`src/rtl/obc_monitor_pkg.sv`:
```
// obc_monitor_pkg: state encoding, LFSR polynomial and reference-answer helpers
// shared by the OBC challenge monitor and its LFSR.
package obc_monitor_pkg;
    typedef enum logic [2:0] {IDLE, ASK, GAP, EVAL, SHUTDOWN} state_t;
    // x^16+x^14+x^13+x^11+1 in right-shifting Galois form
    localparam logic [15:0] LFSR_POLY = 16'hB400;
    function automatic logic [15:0] lfsr_step(input logic [15:0] s);
        return s[0] ? (s >> 1) ^ LFSR_POLY : s >> 1;
    endfunction
    function automatic logic [15:0] ref_answer(input logic [15:0] q, input int width);
        logic [15:0] r;
        r = '0;
        r[0] = ~q[0];
        for (int i = 1; i < 16; i++) r[i] = (i < width) ? q[i-1] ^ q[i] : 1'b0;
        return r;
    endfunction
endpackage

```
`src/rtl/obc_lfsr16.sv`:
```
// obc_lfsr16: 16-bit Galois LFSR that reloads its seed on reset and advances
// one step whenever step is high.
module obc_lfsr16
    import obc_monitor_pkg::*;
#(
    parameter logic [15:0] SEED = 16'hACE1
) (
    input  logic        clk,
    input  logic        reset,
    input  logic        step,
    output logic [15:0] state
);
    always_ff @(posedge clk or negedge reset)
        if (!reset) state <= SEED;
        else if (step) state <= lfsr_step(state);
endmodule

```
`src/rtl/obc_challenge_monitor.sv`:
```
// obc_challenge_monitor: periodic challenge-response watchdog for OBC1 with a
// strike budget, sticky failover override and a timed reset pulse.
module obc_challenge_monitor
    import obc_monitor_pkg::*;
#(
    parameter int          WIDTH       = 4,
    parameter int          ROUNDS      = 10,
    parameter int          PASS_MIN    = 7,
    parameter int          MAX_STRIKES = 3,
    parameter int          TIMEOUT     = 16,
    parameter int          INTERVAL    = 64,
    parameter int          RST_PULSE   = 8,
    parameter logic [15:0] SEED        = 16'hACE1
) (
    input  logic             clk,
    input  logic             reset,
    input  logic             clear,
    output logic [WIDTH-1:0] question,
    output logic             q_valid,
    input  logic [WIDTH-1:0] answer_obc,
    input  logic             ans_valid,
    output logic             check_pass,
    output logic             check_fail,
    output logic [3:0]       strikes,
    output logic             override,
    output logic             obc_reset
);
    localparam int TW = $clog2(TIMEOUT) + 1;
    localparam int CW = $clog2(INTERVAL) + 1;
    localparam int PW = $clog2(RST_PULSE) + 1;
    localparam logic [TW-1:0] T_LAST = TW'(TIMEOUT - 1);
    localparam logic [CW-1:0] I_LAST = CW'(INTERVAL - 1);
    localparam logic [PW-1:0] P_LAST = PW'(RST_PULSE - 1);
    localparam logic [7:0]    R_N    = 8'(ROUNDS);
    localparam logic [7:0]    P_MIN  = 8'(PASS_MIN);
    localparam logic [3:0]    S_MAX  = 4'(MAX_STRIKES);

    state_t          st;
    logic [CW-1:0]   idle_cnt;
    logic [TW-1:0]   timer;
    logic [7:0]      round, correct;
    logic [PW-1:0]   pulse_cnt;
    logic [15:0]     lfsr;
    logic [WIDTH-1:0] ref_ans;
    logic [3:0]      strikes_inc;
    logic            step, imperfect, to_shut;

    assign ref_ans     = WIDTH'(ref_answer(16'(question), WIDTH));
    assign strikes_inc = (strikes == 4'hF) ? strikes : strikes + 4'd1;
    assign imperfect   = correct != R_N;
    // clear in the EVAL cycle vetoes the shutdown
    assign to_shut     = imperfect && !clear && (correct < P_MIN || strikes_inc == S_MAX);
    assign step        = (st == IDLE && idle_cnt == I_LAST) || (st == GAP && round < R_N);

    obc_lfsr16 #(.SEED(SEED)) u_lfsr (.clk(clk), .reset(reset), .step(step), .state(lfsr));

    always_ff @(posedge clk or negedge reset) begin
        if (!reset) begin
            st         <= IDLE;
            idle_cnt   <= '0;
            timer      <= '0;
            round      <= '0;
            correct    <= '0;
            pulse_cnt  <= '0;
            question   <= '0;
            q_valid    <= 1'b0;
            check_pass <= 1'b0;
            check_fail <= 1'b0;
            strikes    <= '0;
            override   <= 1'b0;
            obc_reset  <= 1'b0;
        end else begin
            check_pass <= 1'b0;
            check_fail <= 1'b0;
            case (st)
                IDLE: begin
                    if (idle_cnt == I_LAST) begin
                        idle_cnt <= '0;
                        st       <= ASK;
                        q_valid  <= 1'b1;
                        question <= WIDTH'(lfsr_step(lfsr));
                        timer    <= '0;
                        round    <= '0;
                        correct  <= '0;
                    end else idle_cnt <= idle_cnt + 1'b1;
                end
                ASK: begin
                    if (ans_valid || timer == T_LAST) begin
                        st      <= GAP;
                        q_valid <= 1'b0;
                        round   <= round + 8'd1;
                        correct <= correct + 8'(ans_valid && answer_obc == ref_ans);
                    end else timer <= timer + 1'b1;
                end
                GAP: begin
                    if (round < R_N) begin
                        st       <= ASK;
                        q_valid  <= 1'b1;
                        question <= WIDTH'(lfsr_step(lfsr));
                        timer    <= '0;
                    end else begin
                        st         <= EVAL;
                        check_pass <= !imperfect;
                        check_fail <= imperfect;
                    end
                end
                EVAL: begin
                    st        <= to_shut ? SHUTDOWN : IDLE;
                    override  <= to_shut;
                    obc_reset <= to_shut;
                    pulse_cnt <= '0;
                    if (imperfect && correct >= P_MIN) strikes <= strikes_inc;
                end
                SHUTDOWN: begin
                    if (clear) begin
                        st        <= IDLE;
                        override  <= 1'b0;
                        obc_reset <= 1'b0;
                    end else if (pulse_cnt == P_LAST) obc_reset <= 1'b0;
                    else pulse_cnt <= pulse_cnt + 1'b1;
                end
                default: st <= IDLE;
            endcase
            if (clear) strikes <= '0;
        end
    end
endmodule

```
`config.mk`:
```
export PLATFORM = sky130hd
export DESIGN_NAME = obc_challenge_monitor
export DESIGN_NICKNAME = d
export VERILOG_FILES = /design/src/rtl/obc_monitor_pkg.sv /design/src/rtl/obc_lfsr16.sv /design/src/rtl/obc_challenge_monitor.sv
export SDC_FILE = /design/constraint.sdc
export NUM_CORES = 1
export LEC_CHECK = 0
export CAP_MARGIN = 20
export CORE_MARGIN = 2
export CORE_UTILIZATION = 30
export CTS_BUF_LIST = sky130_fd_sc_hd__clkbuf_2
export DETAILED_ROUTE_END_ITERATION = 8
export PLACE_DENSITY_LB_ADDON = 0.12
export SLEW_MARGIN = 40
export SYNTH_ARGS = -nofsm -noshare
export SYNTH_HDL_FRONTEND = slang
export SYNTH_SLANG_ARGS = --single-unit
```
`constraint.sdc`:
```
create_clock -name clk -period 5.9 [get_ports clk]
set_clock_uncertainty 0.2 [all_clocks]
set_input_delay 0.59 -clock clk [delete_from_list [all_inputs] [get_ports clk]]
set_output_delay 0.59 -clock clk [all_outputs]
set_load 0.01 [all_outputs]
```
## Yosys cells after proc, flatten, opt, wreduce, memory -nomap -nowiden

Cells that the tools add are included.

- Bits in registers: 64
- Bits of input ports: 8
- Output and inout port bits: 13

- Add/sub/neg operators: 6
- $lt $le $gt $ge: 3
- Equality and inequality tests: 19
- Mux-type cells: 40
- Bitwise logic cells: 5
- Reductions and logical operators: 27

Operator list:

| kind | number |
|---|---|
| 4-bit two-way mux | 8 |
| 8-bit case mux with 2 select lines | 2 |
| 8-bit two-way mux | 3 |
| 16-bit two-way mux | 1 |
| 4-bit case mux with 2 select lines | 2 |
| 5-bit two-way mux | 3 |
| 3-bit case mux with 5 select lines | 1 |
| 5-bit case mux with 3 select lines | 1 |
| 3-bit two-way mux | 4 |
| 3-bit AND reduction | 4 |
| 1-bit two-way mux | 10 |
| 2-bit != test, second input constant | 5 |
| 2-bit nonzero test | 5 |
| 4-bit by 1-bit adder with 4-bit output, second input constant | 2 |
| 8-bit by 1-bit adder with 8-bit output | 1 |
| 8-bit by 1-bit adder with 8-bit output, second input constant | 1 |
| 8-bit by 3-bit >= comparator with 1-bit output, second input constant | 1 |
| 8-bit by 3-bit less-than comparator with 1-bit output, second input constant | 1 |
| 8-bit by 4-bit less-than comparator with 1-bit output, second input constant | 1 |
| 8-bit by 4-bit != test with 1-bit output, second input constant | 1 |
| 4-bit AND reduction | 2 |
| 7-bit by 1-bit adder with 7-bit output, second input constant | 1 |
| 7-bit by 6-bit equality test with 1-bit output, second input constant | 1 |
| 7-bit two-way mux | 1 |
| 23 further kinds | 38 |

## Logic depth before layout (Yosys ltp)

- Depth in word-level cells: 7
- Mapped depth: 9

## Modules after synthesis

Synthesis repeated with hierarchy kept, for this count alone.

- Cells, all modules: 328
- Area total of the unflattened synthesis: 3,399.5 sq um

Modules (own cells, without submodules):

| module | instances | cells each | area an instance (sq um) | seq. area each (sq um) |
|---|---|---|---|---|
| obc_challenge_monitor | 1 | 288 | 2,743.9 | 1,201.2 |
| obc_lfsr16 | 1 | 40 | 655.6 | 410.4 |

## Worst setup path after synthesis

Ideal clock, no wire load.

- Kind: input to register
- Start: input answer_obc[2]
- End: register correct[2]
- Data arrival time: 2,261 ps
- Data required time: 5,622 ps
- Setup slack: 3,361 ps
- Stages on the path: 9
- Path through: xnor2_1 > mux2i_1 > o22ai_1 > and3_1 > ha_1 > ha_1 > inv_1 > or4_1 > a21boi_1

- Word-level cells in the longest chain between the ends: 5

Ends and longest elaborated chain:

| item | line | RTL |
|---|---|---|
| start, declared | obc_challenge_monitor.sv:20 | `input logic [WIDTH-1:0] answer_obc,` |
| 4-bit equality test | obc_challenge_monitor.sv:92 | `correct <= correct + 8'(ans_valid && answer_obc == ref_ans);` |
| 1-bit logical AND | obc_challenge_monitor.sv:92 |  |
| 8-bit by 1-bit adder with 8-bit output | obc_challenge_monitor.sv:92 |  |
| 8-bit two-way mux | obc_challenge_monitor.sv:88 | `if (ans_valid \|\| timer == T_LAST) begin` |
| 8-bit case mux with 2 select lines | obc_challenge_monitor.sv:75 | `case (st)` |
| end signal, assigned | obc_challenge_monitor.sv:92 |  |
| end, declared | obc_challenge_monitor.sv:41 | `logic [7:0] round, correct;` |

No other way between the ends. The select of a mux whose other input is x is not followed.
A chain may end at the register's enable or synchronous reset.

## Worst setup path after layout

- Start: register st[2]
- End: register u_lfsr.state[12]

- Word-level cells in the longest chain between the ends: 3
- Elaborated cells on any way between the ends: 5

Ends and longest elaborated chain:

| item | line | RTL |
|---|---|---|
| start, declared | obc_challenge_monitor.sv:38 | `state_t st;` |
| start signal, assigned | obc_challenge_monitor.sv:108 | `st <= to_shut ? SHUTDOWN : IDLE;` |
| 3-bit by 2-bit equality test with 1-bit output or 3-bit logical NOT (tied branches) | obc_challenge_monitor.sv:53 | `assign step = (st == IDLE && idle_cnt == I_LAST) \|\| (st == GAP && round < R_N);` |
| 1-bit logical AND | obc_challenge_monitor.sv:53 |  |
| 1-bit logical OR * | obc_challenge_monitor.sv:53 |  |
| end signal, assigned | obc_lfsr16.sv:15 | `else if (step) state <= lfsr_step(state);` |
| end, declared | obc_lfsr16.sv:11 | `output logic [15:0] state` |

Mark *: on every way between the ends. The rest lies on a longest branch, timed or not.

==> flow_summary.json <==
{
  "number_of_buffers_added_by_the_clock_tree_synthesis_step": 9,
  "tritoncts": "built",
  "syn_area_um2": 3390,
  "grt_antenna_before_repair": 0,
  "final.period_utilization": 0.471,
  "fin_crit_ns": 2.78,
  "yosys.area_share.simple": 0.223,
  "final-hold-violation-count": 0,
  "synth.largest_area_cell": "sky130_fd_sc_hd__dfrtp_1",
  "class_of_the_tightest_hold_or_removal_check": "flop to flop",
  "grt_pass1_vias": 2432,
  "global_route_wire_length_before_repair_mm": 11.8,
  "setup.worst_path.end_class": "flop",
  "timing.critical_path.max_delay_family": "simple AND/OR/NAND/NOR gates",
  "clkSinkCount": 64,
  "vias_per_cell": 5.14,
  "dp_worst_setup_slack_ns": 2.70,
  "initial_core_util": 0.310,
  "floorplan.io_pins": 21,
  "numPlacedInstances": 464,
  "cp_cell_sequence": "nor3_4, nand3_2, nand2_2, mux2_2",
  "core_region_area_um2": 10900,
  "cts-root-to-sink-buffers": 2,
  "synth_adder_area_share": 0.0295,
  "final_cell_area_um2": 3840,
  "share_of_the_yosys_chip_area_belonging_to_registers": 0.475,
  "postSynthNetCount": 334,
  "max_slew.worst_pin.slew_ns": 0.705,
  "fp.dieArea_um2": 12200,
  "wl_final_mm": 6.92,
  "worst-path-buf-inv": 0,
  "crit_fanout": 21,
  "outcome": "finished clean",
  "yosys.area.top_type_share": 0.413,
  "routedWlPerCell_um": 14.4,
  "fin_nets": 352,
  "drc": 0,
  "yosysMostFrequentCell": "sky130_fd_sc_hd__dfrtp_1",
  "setup-tns-final_ns": 0,
  "number_of_different_library_cells_in_the_post_synthesis_netlist": 64,
  "gr-usage-all-layers": 0.127,
  "postCtsHoldBufs": 1,
  "maxCapViolations": 0,
  "cellPowerDensity_nw_per_um2": 346,
  "cts_post_setup_buffers_inserted": 0,
  "muxShareOfSynthArea": 0.101,
  "postRouteAntennaNets": 0,
  "clock-root-buffer": "sky130_fd_sc_hd__clkbuf_2",
  "finalSetupViolations": 0,
  "slack_of_the_worst_reg_to_reg_path_ns": 3.12,
  "largest_family_of_logic_cells_by_synthesized_area": "simple AND/OR/NAND/NOR gates",
  "cpPeakStageDelay_ns": 0.66,
  "power.static_leakage_nw": 1.70,
  "data_required_critical_path_ns": 6.07,
  "grt.overflow.total": 0,
  "cts.htree.levels": 3,
  "port-buffer-count": 20,
  "placement_rows": 38,
  "detailedRoute.firstIterationViolations": 100,
  "post-route-worst-setup-slack_ns": 3.12,
  "synth_edf_count": 0,
  "clock_latency_ns": 0.48,
  "most_used_dff_post_synth": "sky130_fd_sc_hd__dfrtp_1",
  "timing_worst_setup_path_type": "flop to flop",
  "vias": 2470,
  "yosys_register_bits": 64,
  "grt_start_max_net_pins": 65,
  "layout.cells.non_filler": 481,
  "die-height_um": 110,
  "die_x_um": 110,
  "post_synth_xor_area_fraction": 0.0232,
  "report.final.slew_viol_count": 0,
  "yosysWarnings": 0,
  "setup_repair_after_global_routing_missed_its_margin": "no",
  "path_clk_slew_ns": 0.18,
  "asyncSetResetFlopFracSynth": 1.00,
  "fmaxAchievable_mhz": 360,
  "drt_pass_1_iters": 4,
  "routabilityCongestion": 0.739,
  "setup.worst_path.start_class": "flop",
  "arrival_ns": 2.95,
  "layout_cells_sized_above_1": 0.179,
  "synth-compound-area-share": 0.113,
  "relSlewSlack": 0.526,
  "cp_max_stage_cell": "sky130_fd_sc_hd__dfrtp_1",
  "ir_drop_mv": 0.122,
  "n_antenna_cell": 0,
  "postCtsResizedCells": 0,
  "synthTopCellsByCount": "sky130_fd_sc_hd__dfrtp_1, sky130_fd_sc_hd__nand2_1, sky130_fd_sc_hd__mux2_2",
  "area_delta_synth_final_pct": 13.2,
  "postSynthAreaPerCell_um2": 10.7,
  "cell_types_occupying_the_most_area_after_synthesis": "sky130_fd_sc_hd__dfrtp_1, sky130_fd_sc_hd__mux2_2, sky130_fd_sc_hd__dfstp_2, sky130_fd_sc_hd__ha_1, sky130_fd_sc_hd__nand2_1",
  "placed_area_um2": 3700,
  "syn-instance-count": 318,
  "hpwlAfterDp_mm": 4.44
}
## cells in the final DEF (no fill, tap or decap), types with 3 or more instances in the layout
cell type and count:
sky130_fd_sc_hd__clkinv_1 3, sky130_fd_sc_hd__nor2b_1 4, sky130_fd_sc_hd__inv_1 9, sky130_fd_sc_hd__ha_1 8
sky130_fd_sc_hd__clkdlybuf4s50_1 19, sky130_fd_sc_hd__mux2_2 22, sky130_fd_sc_hd__a21o_1 3, sky130_fd_sc_hd__dfstp_2 8
sky130_fd_sc_hd__and2_1 5, sky130_fd_sc_hd__xor2_1 5, sky130_fd_sc_hd__nor4_1 7, sky130_fd_sc_hd__dfrtp_1 56
sky130_fd_sc_hd__o21ai_0 10, sky130_fd_sc_hd__nor3_1 5, sky130_fd_sc_hd__nor2_1 13, sky130_fd_sc_hd__nand2_1 24
sky130_fd_sc_hd__a21oi_1 7, sky130_fd_sc_hd__nand2_2 3, sky130_fd_sc_hd__xnor2_1 4, sky130_fd_sc_hd__o31ai_1 6
sky130_fd_sc_hd__nand4_1 9, sky130_fd_sc_hd__a21boi_1 5, sky130_fd_sc_hd__and3_1 5, sky130_fd_sc_hd__clkbuf_2 11
sky130_fd_sc_hd__nand3_1 14, sky130_fd_sc_hd__mux2i_1 7, sky130_fd_sc_hd__or4_1 9, sky130_fd_sc_hd__o311ai_0 5
sky130_fd_sc_hd__nand2b_1 9
## per-layer routing
metal,vias up,global-route usage,routed length (µm)
li1,1216,-,-
met1,1213,0.162,3390
met2,34,0.204,3250
met3,7,0.0370,187
met4,0,0.0482,94
met5,-,0,0
## registers in the layout, indices dropped and copies added (netlist names), 3 cells and up
register	flops
question	4
correct	8
pulse_cnt	4
u_lfsr.state	16
strikes	4
round	8
idle_cnt	7
timer	5
st	3
## layout make-up
| class | instances | area [µm²] |
|---|---|---|
| Tap cell | 140 | 175 |
| Multi-Input combinational cell | 230 | 1680 |
| Fill cell | 1113 | 7090 |
| Clock inverter | 5 | 71.3 |
| Sequential cell | 64 | 1610 |
| Inverter | 9 | 33.8 |
| Clock buffer | 11 | 55.1 |
| Timing Repair Buffer | 22 | 216 |
## power by group
group | internal, W | switching [W] | total, W
sequential | 0.000516 | 0.000105 | 0.000622
combinational | 0.000169 | 0.000237 | 0.000405
clock | 0.000140 | 0.000160 | 0.000301
total | 0.000825 | 0.000502 | 0.00133
## worst paths after layout
check,from,endpoint,cells after the start
max reg2reg,st[2],u_lfsr.state[12],4
max,st[2],u_lfsr.state[12],4
min reg2reg,u_lfsr.state[9],u_lfsr.state[8],1
min,u_lfsr.state[9],u_lfsr.state[8],1
max in group asynchronous,reset,idle_cnt[6],3
min in group asynchronous,reset,round[3],3
## kinds of logic after synthesis
family / count (synthesis)
mux: 31
simple gates: 129
compound gates: 53
fa+ha+maj: 8
flops: 64
xor+xnor: 9
buf+inv: 24
## through the flow
stage	power [W]	utilization	hold slack (ns)
after floorplan	0.000916	-	0.0944
after global placement	0.00103	0.338	0.260
after detailed placement	0.00104	0.339	0.268
after CTS	0.00135	0.351	0.300
after global routing	0.00144	0.351	0.329
final	0.00133	0.351	0.297
(Power assumes the default switching activity.)
